**config.mk**
```make
export PLATFORM = sky130hd
export DESIGN_NAME = pc_fetch_unit
export DESIGN_NICKNAME = d
export VERILOG_FILES = /design/src/rtl/pc_fetch_unit.sv
export SDC_FILE = /design/constraint.sdc
export NUM_CORES = 1
export LEC_CHECK = 0
export ABC_AREA = 1
export CAP_MARGIN = 20
export CELL_PAD_IN_SITES_DETAIL_PLACEMENT = 1
export CELL_PAD_IN_SITES_GLOBAL_PLACEMENT = 1
export CORE_MARGIN = 4
export CORE_UTILIZATION = 36
export DETAILED_ROUTE_END_ITERATION = 8
export DONT_BUFFER_PORTS = 1
export HOLD_SLACK_MARGIN = 0.08
export PLACE_DENSITY = 0.66
export SLEW_MARGIN = 20
export SYNTH_ARGS = -nofsm -noshare
export SYNTH_HDL_FRONTEND = slang
export SYNTH_SLANG_ARGS = --single-unit
```
**constraint.sdc**
```tcl
create_clock -name clk -period 2.1 [get_ports clk]
set_clock_uncertainty 0.05 [all_clocks]
set_input_delay 0.63 -clock clk [delete_from_list [all_inputs] [get_ports clk]]
set_output_delay 0.63 -clock clk [all_outputs]
set_load 0.02 [all_outputs]
```
**src/rtl/pc_fetch_unit.sv**
```systemverilog
// Fetch-stage PC register with IF/ID capture,
// imem wait states, stall skid buffer and redirects.
module pc_fetch_unit #(
  parameter int unsigned     WORD     = 32,
  parameter logic [WORD-1:0] RESET_PC = '0
) (
  input  logic            clk,
  input  logic            rst_n,
  input  logic [WORD-1:0] pc_plus4,
  input  logic            branch_taken,
  input  logic [WORD-1:0] branch_target,
  input  logic            jump,
  input  logic [WORD-1:0] jump_target,
  input  logic            stall,
  input  logic            imem_ready,
  input  logic [31:0]     imem_rdata,
  output logic [WORD-1:0] pc_out,
  output logic            imem_req,
  output logic            if_id_valid,
  output logic [31:0]     if_id_instr,
  output logic [WORD-1:0] if_id_pc_plus4
);

  typedef enum logic [1:0] {
    BOOT  = 2'd0,
    FETCH = 2'd1,
    HOLD  = 2'd2
  } state_t;

  typedef struct packed {
    logic [31:0]     instr;
    logic [WORD-1:0] pc4;
  } slot_t;

  localparam logic [WORD-1:0] ALIGN =
    {{(WORD-2){1'b1}}, 2'b00};

  state_t          state;
  state_t          state_n;
  logic [WORD-1:0] pc;
  logic [WORD-1:0] pc_n;
  logic            valid;
  logic            valid_n;
  slot_t           id;
  slot_t           id_n;
  slot_t           skid;
  slot_t           skid_n;
  logic            redirect;
  logic [WORD-1:0] target;
  logic [WORD-1:0] seq_pc;

  assign redirect = branch_taken | jump;
  assign target   = (branch_taken ? branch_target
                                  : jump_target) & ALIGN;
  assign seq_pc   = pc_plus4 & ALIGN;

  assign pc_out         = pc;
  assign imem_req       = (state == FETCH);
  assign if_id_valid    = valid;
  assign if_id_instr    = id.instr;
  assign if_id_pc_plus4 = id.pc4;

  // Next-state and next-datapath selection.
  always_comb begin
    state_n = state;
    pc_n    = pc;
    valid_n = valid;
    id_n    = id;
    skid_n  = skid;
    unique case (state)
      BOOT: begin
        state_n = FETCH;
      end
      FETCH: begin
        if (redirect) begin
          pc_n    = target;
          valid_n = 1'b0;
          skid_n  = '0;
        end else if (imem_ready && !stall) begin
          valid_n = 1'b1;
          id_n    = '{instr: imem_rdata, pc4: pc_plus4};
          pc_n    = seq_pc;
        end else if (imem_ready) begin
          skid_n  = '{instr: imem_rdata, pc4: pc_plus4};
          state_n = HOLD;
        end else if (!stall) begin
          valid_n = 1'b0;
        end
      end
      HOLD: begin
        if (redirect) begin
          pc_n    = target;
          valid_n = 1'b0;
          skid_n  = '0;
          state_n = FETCH;
        end else if (!stall) begin
          valid_n = 1'b1;
          id_n    = skid;
          pc_n    = seq_pc;
          state_n = FETCH;
        end
      end
      default: begin
        state_n = BOOT;
      end
    endcase
  end

  // State register.
  always_ff @(posedge clk or negedge rst_n) begin
    if (!rst_n) begin
      state <= BOOT;
    end else begin
      state <= state_n;
    end
  end

  // PC, IF/ID and skid registers.
  always_ff @(posedge clk or negedge rst_n) begin
    if (!rst_n) begin
      pc    <= RESET_PC;
      valid <= 1'b0;
      id    <= '0;
      skid  <= '0;
    end else begin
      pc    <= pc_n;
      valid <= valid_n;
      id    <= id_n;
      skid  <= skid_n;
    end
  end

endmodule

```
==> flow_summary.yaml <==
finish:
  drive_gt1_share_pct: 5.64
  diodes: 0
  design_area_um2: 8980
  areaGrowthSynthToFinish_pct: 9.84
  nets: 1245
  fill_cells: 2766
global_route:
  grt.total_usage_pct: 19.2
  grt_pass1_wl_um: 40100
  grt.overflow.total: 0
  antenna_found_initial: 0
  grt_pass1_vias: 7153
  grt_max_degree: 162
sta:
  min_period_ns: 2.00
  grt_setup_unrepaired: "false"
  fin_setup_tns_ns: 0
  max_slew.worst_pin.slew_ns: 0.551
  max_slew_margin_pct: 63.3
  holdWs_ns: -0.148
  layout_worst_path_cycle_share_pct: 95.3
  hold_viol: 161
  maxSlewViolCount: 0
  fmax_mhz: 500
  setup_viol: 0
floorplanning:
  num_rows: 54
  start_util_pct: 37.0
  die_w_um: 159
  core_area_um2: 22100
  io_pins: 232
  die_y_um: 159
  die_area_um2: 25200
clock_tree:
  cts_resized: 0
  h-tree-depth: 4
  cts_sinks: 161
  cts_root_buffer: "clkbuf_16"
  cts_tree: "built"
  numCtsBuffers: 17
  path_clk_slew_ns: 0.07
  clock_latency_ns: 0.42
  cts_setup_buffers: 0
  cts_buffer_depth: 2
power_and_ir_drop:
  ir_drop_v: 0.00121
  power.density_nw_per_um2: 1690
  p_leak_nw: 4.76
critical_path:
  reg2reg_from: "state[0]$_DFFE_PN0P_"
  startpoint: "state[1]$_DFFE_PN0P_"
  worst-endpoint-required_ns: 1.42
  r2r_slack_ns: 0.19
  cp_max_fo: 4
  cp_data_arrival_time_ns: 1.32
  worstSetupPathType: "flip-flop to output pin"
  reg2reg_depth: 8
  regToRegEndpoint: "if_id_pc_plus4[4]$_DFFE_PN0P_"
  start_kind: "flip-flop"
  end_kind: "output pin"
  setup.worst_path.end: "imem_req"
synthesis:
  synth_area_leader_cell: "dfrtp_1"
  async_reset_ff_share_pct: 100
  syn_area_um2: 8180
  synth_ff_type: "dfrtp_1"
  avgSynthCellArea_um2: 7.14
  ys_warn_count: 0
  synth.distinct_cells: 19
  seq_area_frac_synth_pct: 49.3
  ys_top_cells_by_count: "nand2_1 (661), dfrtp_1 (161), nand3_1 (134), o21ai_0 (61), buf_2 (35)"
  synthTopCellsByArea: "dfrtp_1 (49%), nand2_1 (30%), nand3_1 (8.2%)"
  synth_seq_cells: 161
  synth.most_common_cell: "nand2_1"
  synth_cells: 1145
  synth_edf_count: 0
  synth_top_area_share_pct: 49.3
detailed_routing:
  route.vias.total: 7051
  routed_via_density: 5.05
  wl_per_cell_um: 17.0
  drt_pass1_iterations: 4
  drtIter0Drc: 341
  postRouteAntennaNets: 0
  drc: 0
  routed_wl_um: 23800
job:
  drv_cap: 0
place:
  port_buffers: 0
  dpl.hpwl_um: 15800
  place_area_um2: 8410
  gp_congestion: 0.713
run_status:
  violations: "negative hold slack"
  status: "finished with violations"
hold_path:
  hp-class: "input pin to async pin"
[worst min-delay path by stage]
stage,start,to,slack [ns],depth (start not counted)
after floorplan,rst_n,if_id_instr[0]$_DFFE_PN0P_,0.28,0
after global placement,rst_n,pc_out[5]$_DFFE_PN0P_,0.29,0
after detailed placement,rst_n,pc_out[5]$_DFFE_PN0P_,0.29,0
after CTS,rst_n,pc_out[4]$_DFFE_PN0P_,-0.17,0
after global routing,rst_n,pc_out[4]$_DFFE_PN0P_,-0.18,0
final,rst_n,pc_out[4]$_DFFE_PN0P_,-0.15,0
[final cells by class]
type                    count  area, um2  share of cell area, %
clock buffers              19        453                   5.04
well taps                 280        350                   3.90
repair buffers             23        273                   3.04
flip-flops and latches    161       4030                   44.8
multi-input cells         891       3710                   41.3
inverters                  11       43.8                  0.487
clock inverters            12        124                   1.38
[routing by layer]
layer / routed length, um / GRT usage [%] / share of wire (%)
met1: 10800 / 25.2 / 45
met2: 11500 / 32.3 / 49
met3: 1320 / 5.05 / 5.5
met4: 150 / 3.79 / 0.63
met5: 0 / 0 / 0
[cells in the final DEF (no fill, tap or decap)]
cell / n
dfrtp_1: 161
ha_1: 5
buf_4: 15
nand4_1: 1
o21ai_0: 61
inv_1: 10
inv_8: 1
buf_12: 8
nand2_2: 1
nand2_1: 661
nor2_2: 1
inv_4: 1
o21bai_1: 2
inv_6: 4
nand3_4: 1
conb_1: 2
nor2_4: 3
nand3_2: 1
o21ai_1: 6
clkbuf_16: 17
clkinvlp_4: 4
clkinv_4: 2
clkbuf_8: 2
nor2_1: 9
ha_2: 1
nand3_1: 133
bufinv_16: 1
a21oi_1: 3
[registers in the layout (all words and copies together), names as in the netlist]
name / cells
skid: 64
if_id_instr: 32
if_id_pc_plus4: 32
pc_out: 30
state: 2
if_id_valid: 1
[worst max-delay path: stages, from the launching register on]
cell	delay [ns]
dfrtp_1	0.42
inv_1	0.14
ha_1	0.18
buf_4	0.16
[where the power goes]
group / switching [mW] / leakage (nW) / internal, mW
clock: 1.35 / 0.271 / 1.72
combinational: 3.76 / 2.40 / 1.75
sequential: 2.02 / 2.09 / 4.56
total: 7.13 / 4.76 / 8.03
[kinds of logic after synthesis]
logic type	share of synthesized area [%]
DFF	49.3
AOI/OAI and AO/OA	4.47
buffers and inverters	5.81
other	0.0458
and+or+nand+nor	39.5
adders and majority gates	0.918
[per-stage QoR]
step | power [mW] | setup WS, ns | utilization, % | std cells
finish | 15.2 | 0.0990 | 40.7 | 1397
global route | 16.5 | 0.00561 | 40.7 | 1397
CTS | 15.5 | 0.0789 | 40.7 | 1397
detailed placement | 12.3 | 0.151 | 38.1 | 1366
global placement | 12.1 | 0.243 | 38.1 | 1366
floorplan | 10.6 | 0.461 | - | 1146
(Power assumes the default switching activity.)
